### src/rtl/fixed_to_pcm.sv
`timescale 1ns/1ps
`default_nettype none
// +--------------------------------------------------------------------------+
// | fixed_to_pcm: fixed-point to PCM rescale, round, saturate, output FIFO   |
// | Revision 1.0                                                             |
// +--------------------------------------------------------------------------+
module fixed_to_pcm #(
  parameter int fractional_size = 12,
  parameter int operand_size    = 32,
  parameter int sample_size     = 16,
  parameter int fifo_depth      = 4
) (
  input  logic                    clk,
  input  logic                    rst_n,
  input  logic [operand_size-1:0] in_data,
  input  logic                    in_valid,
  output logic                    in_ready,
  output logic [sample_size-1:0]  out_data,
  output logic                    out_valid,
  input  logic                    out_ready,
  input  logic                    clip_clear,
  output logic                    clip_flag,
  output logic [15:0]             clip_count
);

  localparam int D  = sample_size - 1 - fractional_size;
  localparam int AD = (D < 0) ? -D : D;
  localparam int W  = operand_size + AD + 1;
  localparam int AW = $clog2(fifo_depth);
  localparam logic [AW+1:0] DEPTH_V = fifo_depth[AW+1:0];

  logic [W-1:0] ext;
  logic [W-1:0] scaled;

  assign ext = {{(AD+1){in_data[operand_size-1]}}, in_data};

  generate
    if (D >= 0) begin : g_shift_left
      assign scaled = ext << AD;
    end else begin : g_round_right
      localparam logic [W-1:0] HALF = {{(W-1){1'b0}}, 1'b1} << (AD - 1);
      logic [W-1:0] sum;
      assign sum    = ext + HALF;
      assign scaled = $signed(sum) >>> AD;
    end
  endgenerate

  logic         s1_valid;
  logic [W-1:0] s1_data;
  logic [AW:0]  wr_ptr;
  logic [AW:0]  wr_vis;
  logic [AW:0]  rd_ptr;
  logic [AW:0]  occ;
  logic         accept;
  logic         rd;

  assign occ      = wr_ptr - rd_ptr;
  assign in_ready = rst_n && (({1'b0, occ} + {{(AW+1){1'b0}}, s1_valid}) < DEPTH_V);
  assign accept   = in_valid && in_ready;

  always_ff @(posedge clk or negedge rst_n) begin
    if (!rst_n) begin
      s1_valid <= 1'b0;
      s1_data  <= '0;
    end else begin
      s1_valid <= accept;
      if (accept) s1_data <= scaled;
    end
  end

  // In range iff every bit from the PCM sign bit upward matches the MSB.
  logic                   clip_hi;
  logic                   clip_lo;
  logic                   clip_evt;
  logic [sample_size-1:0] sat;

  assign clip_hi  = !s1_data[W-1] &&  (|s1_data[W-2:sample_size-1]);
  assign clip_lo  =  s1_data[W-1] && !(&s1_data[W-2:sample_size-1]);
  assign clip_evt = s1_valid && (clip_hi || clip_lo);
  assign sat      = clip_hi ? {1'b0, {(sample_size-1){1'b1}}} :
                    clip_lo ? {1'b1, {(sample_size-1){1'b0}}} :
                    s1_data[sample_size-1:0];

  logic [sample_size-1:0] mem [fifo_depth];

  always_ff @(posedge clk) begin
    if (s1_valid) mem[wr_ptr[AW-1:0]] <= sat;
  end

  // wr_vis lags wr_ptr by one cycle so a written entry becomes visible one edge later.
  assign out_valid = (wr_vis != rd_ptr);
  assign out_data  = out_valid ? mem[rd_ptr[AW-1:0]] : '0;
  assign rd        = out_valid && out_ready;

  always_ff @(posedge clk or negedge rst_n) begin
    if (!rst_n) begin
      wr_ptr <= '0;
      wr_vis <= '0;
      rd_ptr <= '0;
    end else begin
      if (s1_valid) wr_ptr <= wr_ptr + 1'b1;
      wr_vis <= wr_ptr;
      if (rd) rd_ptr <= rd_ptr + 1'b1;
    end
  end

  always_ff @(posedge clk or negedge rst_n) begin
    if (!rst_n) begin
      clip_flag  <= 1'b0;
      clip_count <= 16'd0;
    end else if (clip_evt) begin
      clip_flag <= 1'b1;
      if (clip_clear)                clip_count <= 16'd1;
      else if (clip_count != 16'hFFFF) clip_count <= clip_count + 16'd1;
    end else if (clip_clear) begin
      clip_flag  <= 1'b0;
      clip_count <= 16'd0;
    end
  end

endmodule
`default_nettype wire
### config.mk
export PLATFORM = sky130hd
export DESIGN_NAME = fixed_to_pcm
export DESIGN_NICKNAME = d
export VERILOG_FILES = /design/src/rtl/fixed_to_pcm.sv
export SDC_FILE = /design/constraint.sdc
export NUM_CORES = 1
export LEC_CHECK = 0
export CORE_MARGIN = 2
export CORE_UTILIZATION = 48
export DETAILED_ROUTE_END_ITERATION = 8
export GPL_TIMING_DRIVEN = 0
export PLACE_DENSITY = 0.77
export SYNTH_ARGS = -nofsm -noshare
export SYNTH_HDL_FRONTEND = slang
export SYNTH_SLANG_ARGS = --single-unit
export TNS_END_PERCENT = 1
### constraint.sdc
create_clock -name clk -period 5.8 [get_ports clk]
set_clock_uncertainty 0.2 [all_clocks]
set_input_delay 1.16 -clock clk [delete_from_list [all_inputs] [get_ports clk]]
set_output_delay 1.16 -clock clk [all_outputs]
set_load 0.03 [all_outputs]
==> flow_summary.ini <==
[status]
status = complete, no violations

[global_route]
grtUsageTotal = 0.198
grt_pass1_wl_um = 17400
grt.overflow.total = 0
antenna_found_initial = 0
first_global_vias = 3482
grt_max_degree = 37

[critical_path]
worstPathArrival_ns = 3.22
worstSetupPathType = flop to output port
max_stage_delay_ns = 0.63
cp_common_cell = clkbuf_1
worst_ep_required_time_ns = 4.44
crit_path_end_kind = output port
startpoint_type = flop
crit_chain = clkbuf_1 > xor2_1 > nor3_1 > clkbuf_1 > nor2b_1 > clkdlybuf4s50_1
critPathSlowestCell = nor3_1
crit_fanout = 10

[layout]
multiInputGateArea_um2 = 1840
fillCellCount = 776
syn_to_final_growth_pct = 28.5
postLayoutCoreUtil = 0.637
diodes = 0
final-seq-area_um2 = 3160
final_area_um2 = 6570
layout-drive-gt1-share = 0.206
instances_no_fill = 598
finalNetCount = 495

[yosys]
async_reset_ff_frac = 0.513
syn_nets = 404
postSynthAreaPerCell_um2 = 14.2
synthFlopType = dfrtp_1
synth_edf_count = 56
synth_area_leaders = edfxtp_1, dfrtp_1, mux2_2, mux4_2, nor2b_1
synth_area_um2 = 5110
postSynthCellCount = 359
ys.warnings.count = 0
ys_seq_elements = 115
synth_cell_type_count = 44
synth-seq-area-share = 0.617
synth.top_cell.area_share = 0.329
yosys.area.top_type = edfxtp_1

[placement]
place_congestion = 0.869
dp_hpwl_um = 7130
dpl_cell_area_um2 = 6010
io_buffers = 71
place_inst = 567

[timing]
fmax_mhz = 218
tns_ns = 0
hold_viol = 0
rsz0062_at_grt = false
relSlewSlack = 0.426
final_max_slew_viol_count = 0
tightest_slew_ns = 0.862
setup_viol = 0
min_period_over_period = 0.790
fin_crit_ns = 4.58

[routing]
routed_wl_um = 10600
drc = 0
num_vias = 3364
drt_iter0_markers = 181
wl_per_cell_um = 17.7
route.antenna.remaining_nets = 0
dr.pass1.iters = 5
via_per_inst = 5.63

[floorplanning]
fp.dieW_um = 107
start_util = 0.495
coreArea_um2 = 10300
die_h_um = 107
num_rows = 37
ios = 72
die-area_um2 = 11500

[pwr]
finalPower_mw = 3.67
power_density_nw_per_um2 = 558
p_leak_nw = 2.44
max-vdd-ir-drop_v = 0.000297

[worst_hold_path]
min_path_type = flop to flop

[clock_tree]
clockBufferDepth = 2
ctsResizeCount = 0
clkSlewWorstSetupHoldPaths_ns = 0.05
cts_tree = built
htree_levels = 4
cts_buffers = 17
clock-sinks = 115
cts_root_buffer = clkbuf_8
insertion_delay_ns = 0.50
hold_buffers = 0
cts_setup_buffers = 0

[job]
maxCapViolCount = 0
==> through the flow <==
stage / setup slack (ns) / hold WS, ns
2_1_floorplan: 2.63 / 0.201
3_3_place_gp: -0.304 / 0.220
3_5_place_dp: 1.71 / 0.235
4_1_cts: 1.11 / 0.247
5_1_grt: 0.897 / 0.263
6_report: 1.22 / 0.241
==> Yosys cell counts, types with 2 or more instances <==
library cell and n:
a21oi_1 10, a311oi_1 2, and2_1 5, buf_2 8, buf_4 2, clkbuf_1 10
dfrtp_1 59, edfxtp_1 56, ha_1 7, inv_1 7, mux2_2 38, mux4_2 14
nand2_1 18, nand3_1 9, nand4_1 11, nor2_1 11, nor2b_1 19, nor3_1 5
nor4_1 12, o21a_1 13, o21ai_0 2, o31a_1 2, o31ai_1 7, or4_1 5
xnor2_1 3, xor2_1 6
==> layout make-up <==
type | instances | area share
sequential | 115 | 0.480
timing repair buffer | 72 | 0.110
buffer | 20 | 0.0141
inverter | 7 | 0.00400
tap | 136 | 0.0259
multi-input combinational | 217 | 0.280
clock buffer | 19 | 0.0642
clock inverter | 12 | 0.0213
==> report_power, final <==
| part | total, mW | switching [mW] | internal, mW |
|---|---|---|---|
| Clock | 0.978 | 0.334 | 0.644 |
| Combinational | 1.40 | 0.751 | 0.650 |
| Sequential | 1.29 | 0.133 | 1.16 |
| Total | 3.67 | 1.22 | 2.45 |
==> path summary, 6_finish.rpt <==
| path | from | cells after the start | endpoint | slack [ns] |
|---|---|---|---|---|
| max in group asynchronous | rst_n | 2 | s1_data[11]$_DFFE_PN0P_ | 4.33 |
| min in group asynchronous | rst_n | 1 | s1_data[25]$_DFFE_PN0P_ | 0.46 |
| setup / recovery | rd_ptr[0]$_DFFE_PN0P_ | 6 | out_data[12] | 1.22 |
| hold / removal | wr_ptr[2]$_DFFE_PN0P_ | 0 | wr_vis[2]$_DFF_PN0_ | 0.24 |
| setup reg to reg | wr_ptr[0]$_DFFE_PN0P_ | 9 | s1_data[7]$_DFFE_PN0P_ | 2.92 |
| hold reg to reg | wr_ptr[2]$_DFFE_PN0P_ | 0 | wr_vis[2]$_DFF_PN0_ | 0.24 |
==> sequential cells by signal (all words and copies together) (netlist names) <==
name and cells:
wr_ptr 3, clip_count 16, s1_data 32, mem 56, rd_ptr 3, clip_flag 1
s1_valid 1, wr_vis 3
==> critical path, delay by kind of cell (launching register included) <==
kind | cells | cell delay [ns]
buffers and inverters | 3 | 1.44
XOR/XNOR | 1 | 0.15
flip-flops | 1 | 0.39
AND/OR/NAND/NOR | 2 | 0.74
==> layer usage <==
metal,global-route usage,share of wire,up-vias
met4,0.0724,0.011,0
met2,0.330,0.51,140
li1,-,-,1550
met5,0,0,-
met3,0.0426,0.053,12
met1,0.255,0.43,1662
==> cell usage in the layout, fill, tap and decap left out, types with 10 or more instances in the layout <==
cell             instances
clkdlybuf4s50_1         70
dfrtp_1                 59
edfxtp_1                56
mux2_2                  38
nor2b_1                 19
nand2_1                 18
clkbuf_16               16
mux4_2                  14
o21a_1                  13
clkbuf_1                12
nor4_1                  12
nor2_1                  11
nand4_1                 11
a21oi_1                 10
==> kinds of logic after synthesis <==
family,after synthesis,synth area share
AOI/OAI and AO/OA,41,0.0568
xor gates and xnor gates,9,0.0154
adders and majority gates,8,0.0210
buffers and inverters,27,0.0232
DFF,115,0.617
muxes,52,0.145
and+or+nand+nor,107,0.121
No activity file was read; power rests on OpenSTA's default activity.
